==> src/rtl/io_uart_tx.sv <==
// io_uart_tx: memory-mapped 8N1 UART transmitter with a byte FIFO, programmable
// bit period (latched per frame) and a level TX-done interrupt.
module io_uart_tx #(
   parameter logic [31:0] BASE_ADDR   = 32'hFFFF_F000,
   parameter int          FIFO_DEPTH  = 8,
   parameter logic [15:0] DEFAULT_DIV = 16'd868
) (
   input  logic        clk,
   input  logic        rst_n,
   input  logic [31:0] io_addr,
   input  logic [31:0] io_wdata,
   input  logic        io_we,
   output logic [31:0] io_rdata,
   output logic        uart_tx,
   output logic        irq
);
   localparam int AW = $clog2(FIFO_DEPTH);

   typedef enum logic [1:0] {
      IDLE  = 2'd0,
      START = 2'd1,
      DATA  = 2'd2,
      STOP  = 2'd3
   } state_t;

   state_t          state, state_nxt;
   logic [7:0]      mem [FIFO_DEPTH];
   logic [AW-1:0]   wr_ptr, wr_ptr_nxt, rd_ptr, rd_ptr_nxt;
   logic [4:0]      count, count_nxt;
   logic            overflow, overflow_nxt;
   logic [15:0]     divisor, divisor_nxt, div_lat, div_lat_nxt;
   logic [15:0]     baud_cnt, baud_nxt;
   logic [2:0]      bit_cnt, bit_nxt;
   logic [7:0]      shreg, shreg_nxt;
   logic            tx_nxt, irq_nxt, irq_en, irq_en_nxt;
   logic            in_win, wr_tx, wr_st, wr_div, wr_ctrl;
   logic            full, empty, busy, push, pop, baud_done;
   logic [1:0]      off;
   logic            unused_bits;

   assign in_win      = (io_addr[31:4] == BASE_ADDR[31:4]);
   assign off         = io_addr[3:2];
   assign wr_tx       = io_we & in_win & (off == 2'd0);
   assign wr_st       = io_we & in_win & (off == 2'd1);
   assign wr_div      = io_we & in_win & (off == 2'd2);
   assign wr_ctrl     = io_we & in_win & (off == 2'd3);
   assign full        = (count == 5'(FIFO_DEPTH));
   assign empty       = (count == 5'd0);
   assign busy        = (state != IDLE);
   assign baud_done   = (baud_cnt == (div_lat - 16'd1));
   assign unused_bits = ^{io_wdata[31:16], io_addr[1:0]};

   // Frame sequencer: next state, bit timing, shift register and pop request.
   always_comb begin
      state_nxt   = state;
      baud_nxt    = baud_cnt + 16'd1;
      bit_nxt     = bit_cnt;
      shreg_nxt   = shreg;
      tx_nxt      = uart_tx;
      div_lat_nxt = div_lat;
      pop         = 1'b0;
      case (state)
         IDLE: begin
            baud_nxt = 16'd0;
            if (!empty) begin
               pop         = 1'b1;
               state_nxt   = START;
               shreg_nxt   = mem[rd_ptr];
               div_lat_nxt = divisor;
               tx_nxt      = 1'b0;
            end else begin
               tx_nxt = 1'b1;
            end
         end
         START: begin
            if (baud_done) begin
               state_nxt = DATA;
               baud_nxt  = 16'd0;
               bit_nxt   = 3'd0;
               tx_nxt    = shreg[0];
               shreg_nxt = {1'b0, shreg[7:1]};
            end else begin
               state_nxt = START;
            end
         end
         DATA: begin
            if (baud_done) begin
               baud_nxt = 16'd0;
               if (bit_cnt == 3'd7) begin
                  state_nxt = STOP;
                  tx_nxt    = 1'b1;
               end else begin
                  bit_nxt   = bit_cnt + 3'd1;
                  tx_nxt    = shreg[0];
                  shreg_nxt = {1'b0, shreg[7:1]};
               end
            end else begin
               state_nxt = DATA;
            end
         end
         STOP: begin
            if (baud_done) begin
               baud_nxt = 16'd0;
               if (!empty) begin
                  pop         = 1'b1;
                  state_nxt   = START;
                  shreg_nxt   = mem[rd_ptr];
                  div_lat_nxt = divisor;
                  tx_nxt      = 1'b0;
               end else begin
                  state_nxt = IDLE;
                  tx_nxt    = 1'b1;
               end
            end else begin
               state_nxt = STOP;
            end
         end
         default: begin
            state_nxt = IDLE;
            tx_nxt    = 1'b1;
         end
      endcase
   end

   // FIFO bookkeeping and register writes; a full push survives only alongside a pop.
   always_comb begin
      push       = wr_tx & (~full | pop);
      wr_ptr_nxt = push ? (wr_ptr + AW'(1)) : wr_ptr;
      rd_ptr_nxt = pop ? (rd_ptr + AW'(1)) : rd_ptr;
      case ({push, pop})
         2'b10:   count_nxt = count + 5'd1;
         2'b01:   count_nxt = count - 5'd1;
         default: count_nxt = count;
      endcase
      if (wr_tx & full & ~pop) begin
         overflow_nxt = 1'b1;
      end else if (wr_st & io_wdata[3]) begin
         overflow_nxt = 1'b0;
      end else begin
         overflow_nxt = overflow;
      end
      if (wr_div) begin
         divisor_nxt = (io_wdata[15:0] == 16'd0) ? 16'd1 : io_wdata[15:0];
      end else begin
         divisor_nxt = divisor;
      end
      irq_en_nxt = wr_ctrl ? io_wdata[0] : irq_en;
      irq_nxt    = irq_en_nxt & (count_nxt == 5'd0) & (state_nxt == IDLE);
   end

   // State and register update with synchronous active-low reset.
   always_ff @(posedge clk) begin
      if (!rst_n) begin
         state    <= IDLE;
         uart_tx  <= 1'b1;
         irq      <= 1'b0;
         wr_ptr   <= AW'(0);
         rd_ptr   <= AW'(0);
         count    <= 5'd0;
         overflow <= 1'b0;
         divisor  <= DEFAULT_DIV;
         div_lat  <= DEFAULT_DIV;
         irq_en   <= 1'b0;
         baud_cnt <= 16'd0;
         bit_cnt  <= 3'd0;
         shreg    <= 8'd0;
      end else begin
         state    <= state_nxt;
         uart_tx  <= tx_nxt;
         irq      <= irq_nxt;
         wr_ptr   <= wr_ptr_nxt;
         rd_ptr   <= rd_ptr_nxt;
         count    <= count_nxt;
         overflow <= overflow_nxt;
         divisor  <= divisor_nxt;
         div_lat  <= div_lat_nxt;
         irq_en   <= irq_en_nxt;
         baud_cnt <= baud_nxt;
         bit_cnt  <= bit_nxt;
         shreg    <= shreg_nxt;
      end
   end

   // FIFO storage; pointers are reset, contents need not be.
   always_ff @(posedge clk) begin
      if (push) begin
         mem[wr_ptr] <= io_wdata[7:0];
      end
   end

   // Combinational register read-back.
   always_comb begin
      io_rdata = 32'd0;
      if (in_win) begin
         case (off)
            2'd0:    io_rdata = 32'd0;
            2'd1:    io_rdata = {23'd0, count, overflow, busy, empty, full};
            2'd2:    io_rdata = {16'd0, divisor};
            2'd3:    io_rdata = {31'd0, irq_en};
            default: io_rdata = 32'd0;
         endcase
      end else begin
         io_rdata = 32'd0;
      end
   end
endmodule

==> config.mk <==
export PLATFORM = sky130hd
export DESIGN_NAME = io_uart_tx
export DESIGN_NICKNAME = d
export VERILOG_FILES = /design/src/rtl/io_uart_tx.sv
export SDC_FILE = /design/constraint.sdc
export NUM_CORES = 1
export LEC_CHECK = 0
export CORE_MARGIN = 2
export CORE_UTILIZATION = 55
export CTS_CLUSTER_SIZE = 28
export DETAILED_ROUTE_END_ITERATION = 12
export GPL_TIMING_DRIVEN = 0
export PLACE_DENSITY = 0.81
export RECOVER_POWER = 25
export SETUP_SLACK_MARGIN = 0.3
export SYNTH_ARGS = -nofsm -noshare
export SYNTH_HDL_FRONTEND = slang
export SYNTH_SLANG_ARGS = --single-unit
==> constraint.sdc <==
create_clock -name clk -period 4.1 [get_ports clk]
set_input_delay 0.82 -clock clk [delete_from_list [all_inputs] [get_ports clk]]
set_output_delay 0.82 -clock clk [all_outputs]
set_load 0.02 [all_outputs]
==> results of run 1 <==
==> repair_timing <==
| item | 4_1_cts | 5_1_grt |
|---|---|---|
| pin swaps | 7 | 21 |
| buffers inserted | 5 | 13 |
| gates cloned | 0 | 0 |
| endpoints found under the setup margin | 76 | 75 |
| resized for setup | 23 | 34 |
| hold buffers | 0 | 0 |
==> cell families (layout without fill, tap and decap cells) <==
logic type                 after synthesis  in the layout  synth area share
other                                    1             16         0.0005413
muxes                                   58             58            0.1138
buffers and inverters                   57            171           0.04100
AOI/OAI and AO/OA                       77             77           0.07748
adders and majority gates               12             12           0.02167
and+or+nand+nor                        254            254            0.1880
DFF                                    143            143            0.5057
xor gates and xnor gates                41             41           0.05183
==> layout make-up <==
class / instances / area, µm²
Sequential cell: 143 / 3510
Multi-Input combinational cell: 458 / 3383
Fill cell: 847 / 3333
Timing Repair Buffer: 82 / 830.8
Clock buffer: 17 / 425.4
Buffer: 46 / 250.2
Tap cell: 168 / 210.2
Clock inverter: 15 / 177.7
Inverter: 11 / 41.29
==> stage by stage <==
stage	hold WS, ps	util	power (µW)
3_3_place_gp	451.7	0.6442	2845
6_report	487.2	0.7259	4597
5_1_grt	518.5	0.7259	4792
3_5_place_dp	477.9	0.6442	2893
4_1_cts	488.3	0.7056	4506
2_1_floorplan	444.7	-	2601
==> layer usage <==
metal / part of all wire / GRT usage
met5: 0 / 0
met3: 0.062 / 0.05864
met4: 0.031 / 0.1071
met2: 0.49 / 0.4171
met1: 0.41 / 0.3344
==> flip-flops by register name, indices dropped and copies added (netlist names), 2 cells and up, named ones only <==
| signal | count |
|---|---|
| divisor | 16 |
| count | 5 |
| wr_ptr | 3 |
| div_lat | 16 |
| rd_ptr | 3 |
| shreg | 8 |
| bit_cnt | 3 |
| mem | 64 |
| state | 2 |
| baud_cnt | 16 |
==> worst register-to-register path: stages (launching register included) <==
cell       delay [ps]
dfxtp_2           370
or4_4             590
o21ai_2           190
a31oi_4           110
nor4_2            270
nand4_1           210
nor4_4            420
a21oi_2           100
buf_6             150
nor2_4             70
xor2_1            160
ha_2              320
o211ai_1          200
nand3_1           140
a2111oi_2         280
and4bb_1          230
==> how the worst min path moves through the flow <==
stage | start | endpoint | depth (start not counted)
after detailed placement | divisor[9] | divisor[9] | 2
after CTS | bit_cnt[1] | bit_cnt[1] | 2
final | bit_cnt[1] | bit_cnt[1] | 2
after global routing | divisor[10] | divisor[10] | 2
after floorplan | bit_cnt[1] | bit_cnt[1] | 2
after global placement | bit_cnt[1] | bit_cnt[1] | 2
==> power by group through the flow <==
stage / sequential (µW) / combinational (µW) / clock [µW]
6_report: 1610 / 1410 / 1580
5_1_grt: 1620 / 1530 / 1650
4_1_cts: 1610 / 1320 / 1580
3_5_place_dp: 1640 / 1250 / 0
3_3_place_gp: 1630 / 1210 / 0
2_1_floorplan: 1630 / 974 / 0
==> placed cells by master, fill, tap and decap left out, drive strengths merged, types with 18 or more instances in the layout <==
cell / netlist / final
nor2: 52 / 52
mux2i: 39 / 39
nor2b: 27 / 27
clkbuf: 24 / 40
nand2: 68 / 68
o21ai: 19 / 19
nand3: 18 / 18
edfxtp: 64 / 64
xnor2: 23 / 23
dfxtp: 79 / 79
clkdlybuf4s50: 0 / 50
buf: 22 / 41
inv: 11 / 18
xor2: 18 / 18
==> flow_summary.toml, run 1 <==
[worst_hold_path]
hold_path_class = "reg -> reg"

[global_routing]
grt_pass1_wl_um = 26140
grt_start_max_net_pins = 17
grt_overflow = 0
antenna_found_initial = 0
grt_usage = 0.2570
grt_pass1_vias = 5170

[synthesis]
synth_commonest_cells = "dfxtp_1, nand2_1, edfxtp_1, nor2_1, mux2i_1"
synth_area_leaders = "edfxtp_1, dfxtp_1, mux2i_1"
yosys.area.top_type = "edfxtp_1"
yosysMostFrequentCell = "dfxtp_1"
syn_area_mm2 = 0.006928
yosysWarnings = 0
synthArstFlopShare = 0
ys.flop_type = "dfxtp_1"
synth_cells = 643
avgSynthCellArea_um2 = 10.77
synth_top_area_share = 0.2774
ys_seq_area_frac = 0.5057
ys_ff_latch = 143
synth_enable_flop_cells = 64
synth.distinct_cells = 57

[worst_setup_path]
crit_slowest_cell = "or4_4"
critPathRequiredTime_ps = 4470
worst-path-buf-inv = 1
critical_path_depth = 15
slowest_delay_ps = 590
r2r-start = "div_lat[8]"
endpoint = "irq"
critPathMaxFanout = 7
arrival_ps = 4250
crit_path_end_kind = "register"
cp_top_family = "simple AND/OR/NAND/NOR gates"
reg2reg_depth = 15
path_class = "reg -> reg"
critPathLaunchType = "register"
r2r_setup_slack_ps = 220
timing.rr.end = "irq"
crit_start = "div_lat[8]"
path_cells = "or4_4 -> o21ai_2 -> a31oi_4 -> nor4_2 -> nand4_1 -> nor4_4 -> a21oi_2 -> buf_6 -> nor2_4 -> xor2_1 -> ha_2 -> o211ai_1 -> nand3_1 -> a2111oi_2 -> and4bb_1"

[placed_design]
post-place-ws_ps = -1064
dp.cells = 890
port_buffers = 64
postPlaceCellArea_mm2 = 0.007835
place_congestion = 0.9233
dp_hpwl_um = 11860

[floorplanning]
ios = 101
chipHeight_um = 116.2
rows = 40
initial_core_util = 0.5697
core_area_mm2 = 0.01216
die_area_mm2 = 0.01351
chipWidth_um = 116.2

[cells_and_area]
syn_to_final_growth_pct = 27.43
final_cells = 940
nNetsFinal = 838
fin_area_mm2 = 0.008828
diodes = 0
drive_gt1_frac = 0.1658

[clock_network]
path_clk_slew_ps = 60
cts_num_sinks = 143
numCtsBuffers = 17
h-tree-depth = 4
root_buffer = "clkbuf_16"
clockBufferDepth = 2
clk_latency_ps = 430
cts_tree = "yes"

[sta]
post-route-period-util = 0.9454
fmax_mhz = 258.0
period_needed_ps = 3876
setup_violations = 0
setup_ws_ps = 224.0
worst_clock_skew_ps = 10.44
tightest_slew_ps = 837.4
maxSlewViolCount = 0
rsz0062_at_grt = "true"
hold_violations = 0
fin_tns_setup_ps = 0
max-slew-margin-rel = 0.4417

[routing]
drt-total-wl_um = 16870
drtIter0Drc = 475
wl_per_cell_um = 17.94
vias = 5310
final_antenna_net_count = 0
detail_route.drc_violations = 0
vias_per_cell = 5.649
dr.pass1.iters = 6

[pwr]
switchingPower_uw = 1485
ir_worst_vdd_uv = 490.5
p_sw_frac = 0.3231
clkPwrFrac = 0.343
powerDensity_mw_per_mm2 = 520.7
internal-power_uw = 3111
pwr-share-seq = 0.350
combPwrFrac = 0.307
p_leak_uw = 0.003272

[job]
drv_cap = 0

[outcome]
outcome = "finished, final reports clean"
Note: power is estimated with default switching activity, not from simulation.
==> run 2: changes to the inputs <==
--- a/config.mk
+++ b/config.mk
@@ -7,7 +7,6 @@
 export LEC_CHECK = 0
 export CORE_MARGIN = 2
 export CORE_UTILIZATION = 55
-export CTS_CLUSTER_SIZE = 28
 export DETAILED_ROUTE_END_ITERATION = 12
 export GPL_TIMING_DRIVEN = 0
 export PLACE_DENSITY = 0.81
==> results of run 2 <==
The final DEF is identical to that of run 1; final timing and power are the same.
==> run 3: changes to the inputs <==
--- a/config.mk
+++ b/config.mk
@@ -9,7 +9,7 @@
 export CORE_UTILIZATION = 55
 export DETAILED_ROUTE_END_ITERATION = 12
 export GPL_TIMING_DRIVEN = 0
-export PLACE_DENSITY = 0.81
+export PLACE_DENSITY_LB_ADDON = 0.12
 export RECOVER_POWER = 25
 export SETUP_SLACK_MARGIN = 0.3
 export SYNTH_ARGS = -nofsm -noshare
==> run 3 against run 2 <==
Against the previous run: utilization fell by 0.16 points; flip-flop and latch count did not move; worst setup slack better by 17 ps; clock skew down 1.9 ps; largest power group is now clock; routed wire length fell by 0.87%; clock power rose by 6%; critical path depth rose by 2; first-iteration DRC count increased by 6.1%; register-to-register slack improved by 20 ps; non-clock buffer count is 2 lower.
==> flow_summary.toml, run 3 (synthesis results as in run 1) <==
[worst_setup_path]
path_class = "reg -> reg"
timing.rr.end = "irq"
critPathLaunchType = "register"
crit_path_end_kind = "register"
crit_start = "div_lat[1]"
r2r_setup_slack_ps = 240
arrival_ps = 4230
r2r-start = "div_lat[1]"
endpoint = "irq"
critPathMaxFanout = 5
reg2reg_depth = 17
critPathRequiredTime_ps = 4470

[global_routing]
grt_overflow = 0
grt_usage = 0.2542
antenna_found_initial = 0
grt_start_max_net_pins = 17
grt_pass1_vias = 4885
grt_pass1_wl_um = 25540

[cells_and_area]
largest_reg_flops = 64
seqCellArea_mm2 = 0.003513
multi_input_area_mm2 = 0.003363
regMostFlops = "mem"
mostFrequentLayoutCell = "dfxtp_1"
fillers = 848
drive_gt1_frac = 0.1610
nNetsFinal = 836
syn_to_final_growth_pct = 27.14
final_cell_mix = "dfxtp_1, nand2_1, edfxtp_1"
diodes = 0
post-route-util = 0.7243

[clock_network]
cts_num_sinks = 143
root_buffer = "clkbuf_16"
clk_latency_ps = 430
cts_tree = "yes"
h-tree-depth = 4
path_clk_slew_ps = 60
clockBufferDepth = 2
numCtsBuffers = 17
hold_buffers = 0

[pwr]
powerDensity_mw_per_mm2 = 527.3
ir_worst_vdd_uv = 419.2
power.total_uw = 4644
p_leak_uw = 0.003225

[sta]
setup_violations = 0
fmax_mhz = 259.1
period_needed_ps = 3859
hold_violations = 0
rsz0062_at_grt = "true"
setup_ws_ps = 240.8
hold_slack_ps = 472.8
max-slew-margin-rel = 0.4081
maxSlewViolCount = 0
worst_clock_skew_ps = 8.582
fin_tns_setup_ps = 0
post-route-period-util = 0.9413
tightest_slew_ps = 887.9

[routing]
wl_per_cell_um = 17.83
drt-total-wl_um = 16720
drtIter0Drc = 504
final_antenna_net_count = 0
detail_route.drc_violations = 0
vias_per_cell = 5.625
vias = 5276
dr.pass1.iters = 5

[outcome]
outcome = "finished, final reports clean"

[floorplanning]
chipWidth_um = 116.2
ios = 101
die_area_mm2 = 0.01351
rows = 40
chipHeight_um = 116.2
core_area_mm2 = 0.01216
initial_core_util = 0.5697

[worst_hold_path]
hold_path_class = "reg -> reg"

[placed_design]
post-place-ws_ps = -784.3
place_congestion = 0.9754
port_buffers = 64
dp_hpwl_um = 11660

[job]
drv_cap = 0
-- run 3: how the worst min path moves through the flow --
stage / start / to / cells past startpoint
after global routing: bit_cnt[1] / bit_cnt[1] / 2
after floorplan: bit_cnt[1] / bit_cnt[1] / 2
final: bit_cnt[1] / bit_cnt[1] / 2
after detailed placement: bit_cnt[1] / bit_cnt[1] / 2
after global placement: bit_cnt[1] / bit_cnt[1] / 2
after CTS: bit_cnt[1] / bit_cnt[1] / 2
-- run 3: area by class of cell --
cell class              count  area share
clock buffers              19     0.05142
plain buffers              46     0.02827
multi-input cells         458      0.3818
repair buffers             80     0.08835
inverters                  11    0.005256
well taps                 168     0.02386
clock inverters            13     0.02216
flip-flops and latches    143      0.3989
-- run 3: power by group --
part           internal, µW  leakage (µW)  switching (µW)  total (µW)
clock network          1060      0.000320             615        1680
registers              1560       0.00122            49.6        1610
logic                   616       0.00169             746        1360
-- run 3: worst max-delay path: stages, from the launching register on --
cell       delay [ps]
dfxtp_4           360
inv_4              60
ha_4              150
nor4b_4           340
and3_1            240
a31oi_2           120
nor4_1            300
nand4_1           210
nor4_4            370
a21oi_2            80
buf_4             170
nor2_4             70
xor2_1            160
ha_2              320
o211ai_1          240
nand3_1           120
a2111oi_2         280
and4bb_1          220
-- run 3: metal layers --
| layer | part of all wire | vias to the layer above | GRT usage |
|---|---|---|---|
| met3 | 0.070 | 23 | 0.05916 |
| met1 | 0.45 | 2552 | 0.3572 |
| met2 | 0.47 | 193 | 0.3977 |
| li1 | - | 2508 | - |
| met4 | 0.013 | 0 | 0.07381 |
| met5 | 0 | - | 0 |
-- run 3: repair_timing --
item / CTS / global route
pin swaps: 4 / 17
buffers inserted: 7 / 9
endpoints found under the setup margin: 76 / 88
resized for setup: 22 / 29
-- run 3: per-stage QoR --
| stage | area, µm² | std cells |
|---|---|---|
| floorplan | 6984 | 658 |
| global placement | 7835 | 890 |
| detailed placement | 7850 | 890 |
| CTS | 8640 | 929 |
| global route | 8808 | 938 |
| finish | 8808 | 938 |
